--- src/rtl/gb_fb_writer.sv ---
// Framebuffer writer: palettes PPU pixel codes, packs four shades per byte and
// queues byte writes into a double-buffered framebuffer, swapping buffers at V-blank.
module gb_fb_writer #(
  parameter int FB_ADDR_W   = 14,
  parameter int LINE_PX     = 160,
  parameter int LINES       = 144,
  parameter int FRAME_BYTES = 5760,
  parameter int FIFO_DEPTH  = 4
) (
  input  logic                 clk,
  input  logic                 rst,
  input  logic [1:0]           px_in,
  input  logic                 px_push,
  input  logic [1:0]           ppu_mode,
  input  logic [7:0]           bgp,
  output logic                 fb_we,
  output logic [FB_ADDR_W-1:0] fb_addr,
  output logic [7:0]           fb_wdata,
  input  logic                 fb_wr_ready,
  output logic                 disp_sel,
  output logic                 frame_done,
  output logic                 overflow
);

  localparam int XW             = $clog2(LINE_PX + 1);
  localparam int YW             = $clog2(LINES + 1);
  localparam int PTR_W          = (FIFO_DEPTH > 1) ? $clog2(FIFO_DEPTH) : 1;
  localparam int CNT_W          = $clog2(FIFO_DEPTH + 1);
  localparam int BYTES_PER_LINE = LINE_PX / 4;

  typedef enum logic [1:0] {
    MODE_HBLANK = 2'd0,
    MODE_VBLANK = 2'd1,
    MODE_OAM    = 2'd2,
    MODE_DRAW   = 2'd3
  } ppu_mode_t;

  logic [1:0]           prev_mode;
  logic [XW-1:0]        x;
  logic [YW-1:0]        y;
  logic [7:0]           pack;
  logic                 swap_pend;

  logic [FB_ADDR_W-1:0] mem_addr [FIFO_DEPTH];
  logic [7:0]           mem_data [FIFO_DEPTH];
  logic [PTR_W-1:0]     wr_ptr;
  logic [PTR_W-1:0]     rd_ptr;
  logic [CNT_W-1:0]     count;

  logic                 mode3_entry;
  logic                 line_end;
  logic                 frame_end;
  logic [XW-1:0]        x_eff;
  logic [1:0]           shade;
  logic                 accept;
  logic [7:0]           pix_byte;
  logic                 enq_req;
  logic [FB_ADDR_W-1:0] enq_addr;
  logic [7:0]           enq_data;
  logic                 pop;
  logic                 full;
  logic                 enq_do;
  logic                 drop;
  logic                 swap_fire;

  function automatic logic [PTR_W-1:0] ptr_inc(input logic [PTR_W-1:0] p);
    return (p == PTR_W'(FIFO_DEPTH - 1)) ? '0 : p + 1'b1;
  endfunction

  // A fresh draw period restarts the line, so a partial byte from an aborted line is dropped.
  always_comb begin
    mode3_entry = (ppu_mode == MODE_DRAW) && (prev_mode != MODE_DRAW);
    line_end    = (prev_mode == MODE_DRAW) && (ppu_mode == MODE_HBLANK);
    frame_end   = (ppu_mode == MODE_VBLANK) && (prev_mode != MODE_VBLANK);
    x_eff       = mode3_entry ? '0 : x;
    shade       = bgp[{px_in, 1'b0} +: 2];
    accept      = px_push && (ppu_mode == MODE_DRAW) && !swap_pend &&
                  (x_eff < XW'(LINE_PX)) && (y < YW'(LINES));

    pix_byte = (x_eff[1:0] == 2'd0) ? 8'h00 : pack;
    case (x_eff[1:0])
      2'd0:    pix_byte[7:6] = shade;
      2'd1:    pix_byte[5:4] = shade;
      2'd2:    pix_byte[3:2] = shade;
      default: pix_byte[1:0] = shade;
    endcase

    enq_req  = (accept && (x_eff[1:0] == 2'd3)) || (line_end && (x_eff[1:0] != 2'd0));
    enq_data = accept ? pix_byte : pack;
    enq_addr = (disp_sel ? '0 : FB_ADDR_W'(FRAME_BYTES)) +
               FB_ADDR_W'(y) * FB_ADDR_W'(BYTES_PER_LINE) +
               FB_ADDR_W'(x_eff[XW-1:2]);

    fb_we     = (count != '0);
    fb_addr   = mem_addr[rd_ptr];
    fb_wdata  = mem_data[rd_ptr];
    pop       = fb_we && fb_wr_ready;
    full      = (count == CNT_W'(FIFO_DEPTH));
    enq_do    = enq_req && (!full || pop);
    drop      = enq_req && full && !pop;
    swap_fire = swap_pend && (count == '0) && !enq_req;
  end

  always_ff @(posedge clk or negedge rst) begin
    if (!rst) begin
      prev_mode  <= 2'd0;
      x          <= '0;
      y          <= '0;
      pack       <= 8'h00;
      swap_pend  <= 1'b0;
      disp_sel   <= 1'b0;
      frame_done <= 1'b0;
      overflow   <= 1'b0;
    end else begin
      prev_mode  <= ppu_mode;
      frame_done <= swap_fire;
      if (drop) overflow <= 1'b1;

      if (swap_fire) begin
        swap_pend <= 1'b0;
        disp_sel  <= ~disp_sel;
      end else if (frame_end) begin
        swap_pend <= 1'b1;
      end

      if (swap_fire) begin
        x <= '0;
        y <= '0;
      end else if (line_end) begin
        x <= '0;
        if (y < YW'(LINES)) y <= y + 1'b1;
      end else if (accept) begin
        x    <= x_eff + 1'b1;
        pack <= pix_byte;
      end else if (mode3_entry) begin
        x <= '0;
      end
    end
  end

  // Write queue; the head entry drives the RAM port directly.
  always_ff @(posedge clk or negedge rst) begin
    if (!rst) begin
      wr_ptr <= '0;
      rd_ptr <= '0;
      count  <= '0;
      for (int i = 0; i < FIFO_DEPTH; i++) begin
        mem_addr[i] <= '0;
        mem_data[i] <= 8'h00;
      end
    end else begin
      if (enq_do) begin
        mem_addr[wr_ptr] <= enq_addr;
        mem_data[wr_ptr] <= enq_data;
        wr_ptr           <= ptr_inc(wr_ptr);
      end
      if (pop) rd_ptr <= ptr_inc(rd_ptr);
      case ({enq_do, pop})
        2'b10:   count <= count + 1'b1;
        2'b01:   count <= count - 1'b1;
        default: count <= count;
      endcase
    end
  end

endmodule

--- config.mk ---
export PLATFORM = sky130hd
export DESIGN_NAME = gb_fb_writer
export DESIGN_NICKNAME = d
export VERILOG_FILES = /design/src/rtl/gb_fb_writer.sv
export SDC_FILE = /design/constraint.sdc
export NUM_CORES = 1
export LEC_CHECK = 0
export CAP_MARGIN = 20
export CORE_UTILIZATION = 25
export CTS_BUF_LIST = sky130_fd_sc_hd__clkbuf_8
export DETAILED_ROUTE_END_ITERATION = 10
export GPL_TIMING_DRIVEN = 0
export PLACE_DENSITY_LB_ADDON = 0.15
export RECOVER_POWER = 25
export SLEW_MARGIN = 30
export SYNTH_ARGS = -nofsm -noshare
export SYNTH_HDL_FRONTEND = slang
export SYNTH_SLANG_ARGS = --single-unit
--- constraint.sdc ---
create_clock -name clk -period 3.6 [get_ports clk]
set_input_delay 0.54 -clock clk [delete_from_list [all_inputs] [get_ports clk]]
set_output_delay 0.54 -clock clk [all_outputs]
set_load 0.005 [all_outputs]
==> flow_metrics.py <==
metrics = {
    "route": {
        "route.detailed.vias_per_inst": 4.564,
        "detailedRoute.firstIterationViolations": 179,
        "number_of_nets_with_antenna_violations_after_detailed_routing": 0,
        "detail_route.first_pass.iterations": 4,
        "routed-via-count": 4345,
        "remaining_drc_errors": 0,
        "postRouteWirelength_microns": 16330,
        "post_drt_wl_per_cell_microns": 17.15,
    },
    "timing": {
        "unrepaired_setup_endpoints_after_global_routing": "false",
        "fmax_mhz": 294.4,
        "report.final.hold_viol_count": 0,
        "slew-limit-headroom_pct": -53.20,
        "timing_worst_slew_pin_value_ps": 2298,
        "setup-violations-final": 0,
        "timing.final.crit_period_ps": 3397,
        "worst_hold_slack_ps": 474.7,
        "fraction_of_the_cycle_the_final_worst_path_needs_pct": 94.37,
        "finalMaxSlewViolations": 51,
        "finClkSkew_ps": 15.07,
    },
    "synth": {
        "yosysUniqueCellTypes": 49,
        "synth.yosys.seq_area_share_pct": 47.55,
        "synth.largest_area_cell": "dfrtp_1",
        "synth_edf_count": 0,
        "synth-warning-count": 0,
        "synth-async-reset-ratio_pct": 100.0,
        "mappedNetlistNets": 583,
        "number_of_instances_in_the_synthesized_netlist": 534,
        "post_synthesis_register_bit_count": 125,
        "ys_dominant_reg_cell": "dfrtp_1",
        "yosys.cell_count.top_type": "dfrtp_1",
        "synthDominantCellAreaShare_pct": 47.55,
        "avgSynthCellArea_sq_um": 12.32,
        "synth.top_cells.by_count": "dfrtp_1, nor2_1, a21oi_1",
        "synth_top_cells_by_area": "dfrtp_1, mux2_4, mux4_2",
        "area_of_the_mapped_netlist_sq_um": 6579,
    },
    "clock_tree": {
        "cts_buffers": 17,
        "cts-root-to-sink-buffers": 2,
        "clock_tree_from_tritoncts": "yes",
        "clkTransAtPathRegs_ps": 80,
        "clock-root-buffer": "clkbuf_8",
        "clkLatencyLatePin_ps": 440,
        "h_tree_depth": 4,
        "tritoncts_num_sinks": 125,
    },
    "setup_path": {
        "worst_setup_path_start_kind": "register",
        "critical_path_peak_fanout": 4,
        "critical_path_arrival_ps": 3720,
        "timing.setup.critical_path_class": "reg -> reg",
        "worst_setup_path_end_kind": "register",
        "critical_path_required_ps": 3920,
    },
    "final_layout": {
        "layout.cell_area.non_filler_sq_um": 7985,
        "ff_latch_area_sq_um": 3131,
        "area_occupied_by_multi_input_gates_sq_um": 3253,
        "finish.net_count": 653,
        "filler_cell_count": 2613,
        "antennaDiodeCount": 0,
        "layout-drive-gt1-share_pct": 24.15,
        "area_delta_synth_final_pct": 21.38,
    },
    "placement": {
        "postPlaceCellArea_sq_um": 7456,
        "port-buffer-count": 41,
        "globalplace.congestion": 0.7433,
        "dp.final_hpwl_microns": 11300,
    },
    "global_route": {
        "grt_util_all_layers_pct": 12.93,
        "grt_max_degree": 77,
        "grt_first_pass_wirelength_microns": 26010,
        "overflow": 0,
        "grt_antenna_before_repair": 0,
        "via_count_of_the_first_global_routing_pass": 4574,
    },
    "power_and_ir_drop": {
        "vdd.ir_drop.worst_mv": 0.2475,
        "power_per_cell_area_nw_per_um2": 562.2,
        "power.leakage_nw": 3.698,
    },
    "die": {
        "start_util_pct": 25.39,
        "chipHeight_microns": 164.2,
        "die_area_sq_um": 26970,
        "core_area_sq_um": 25910,
        "overall_die_width_microns": 164.2,
        "fp-row-count": 59,
        "ioPinCount": 42,
    },
    "status": {
        "violations": "capacitance limit, slew limit",
        "result_of_the_run": "finished, violations left",
    },
    "run": {
        "drv.max_cap_violation_count": 1,
    },
    "hold_path": {
        "hold_class": "reg -> reg",
    },
}
## flip-flops by register name (all words and copies together), names as in the netlist
signal	cells
pack	8
mem_data	32
mem_addr	56
frame_done	1
y	8
overflow	1
count	3
swap_pend	1
prev_mode	2
rd_ptr	2
wr_ptr	2
x	8
disp_sel	1
## where the power goes
part,switching (W),internal [W]
clock network,0.000632,0.000697
logic,0.000710,0.000646
registers,0.000162,0.00164
total,0.00150,0.00299
## cells in the final DEF, fill, tap and decap left out, types with 8 or more instances in the layout
master,instances
clkdlybuf4s50_1,40
mux2_4,36
nand3_1,8
ha_1,31
nor2_1,61
inv_1,27
mux2_2,14
mux4_2,24
xnor2_1,14
o21ai_0,9
and2_1,8
and3_1,9
a21oi_1,48
clkbuf_8,17
dfrtp_1,123
nand2_1,23
buf_6,9
buf_4,11
xor2_1,13
## final cells by class
cell class | count | share of cell area [%]
Multi-Input combinational cell | 364 | 40.74
Sequential cell | 125 | 39.20
Timing Repair Buffer | 51 | 6.189
Tap cell | 335 | 5.249
Clock buffer | 17 | 2.930
Clock inverter | 15 | 2.350
Buffer | 19 | 2.115
Inverter | 26 | 1.222
## per-stage QoR
| step | util (%) | total power (W) | TNS, ps | setup slack [ps] | std cells |
|---|---|---|---|---|---|
| 2_1_floorplan | - | 0.002649 | 0 | 336.4 | 534 |
| 3_3_place_gp | 28.59 | 0.003125 | -418190 | -3102 | 910 |
| 3_5_place_dp | 28.77 | 0.003184 | -30510 | -577.5 | 911 |
| 4_1_cts | 30.60 | 0.004554 | 0 | 5.018 | 945 |
| 5_1_grt | 30.82 | 0.004778 | 0 | 9.511 | 952 |
| 6_report | 30.82 | 0.004489 | 0 | 202.8 | 952 |
## metal layers
layer  GRT usage, %  vias to the layer above  wire [microns]
li1               -                     2060               -
met1          17.54                     2215            7852
met2          20.50                       62            7896
met3          2.702                        8             427
met4          4.040                        0             154
met5              0                        -               0
## worst max-delay path, stage by stage (launching register included)
cell and delay (ps):
dfrtp_2 430, ha_1 300, ha_1 230, fa_2 360
a21o_1 180, a21oi_2 180, xnor2_1 90, ha_1 370
and3_1 170, nand3_1 120, a21oi_1 80, o2111ai_1 220
o211ai_1 130, buf_4 170, mux2_2 260
## kinds of logic (layout without fill, tap and decap cells)
kind of cell	after synthesis	count (layout)	share of synthesized area [%]
buffers and inverters	45	128	3.899
xor gates and xnor gates	28	28	3.728
and+or+nand+nor	131	131	10.17
DFF	125	125	47.55
adders and majority gates	33	33	6.504
AOI/OAI and AO/OA	95	95	8.863
muxes	77	77	19.28
## timing repair
item / CTS / global route
pin swaps: 1 / 2
endpoints found under the hold margin: 30 / 0
buffers inserted: 1 / 7
hold buffers: 1 / 0
endpoints found under the setup margin: 22 / 14
cloned: 0 / 0
resized for setup: 9 / 5
## path summary, 6_finish.rpt
path | depth (start not counted) | slack, ps | to | startpoint
min | 1 | 470 | overflow$_DFFE_PN0P_ | overflow$_DFFE_PN0P_
max in group asynchronous | 3 | 510 | mem_addr[29]$_DFFE_PN0P_ | rst
min reg2reg | 1 | 470 | overflow$_DFFE_PN0P_ | overflow$_DFFE_PN0P_
min in group asynchronous | 2 | 1440 | y[5]$_DFFE_PN0P_ | rst
max reg2reg | 14 | 200 | mem_addr[54]$_DFFE_PN0P_ | y[1]$_DFFE_PN0P_
max | 14 | 200 | mem_addr[54]$_DFFE_PN0P_ | y[1]$_DFFE_PN0P_
Note: power is estimated with default switching activity, not from simulation.
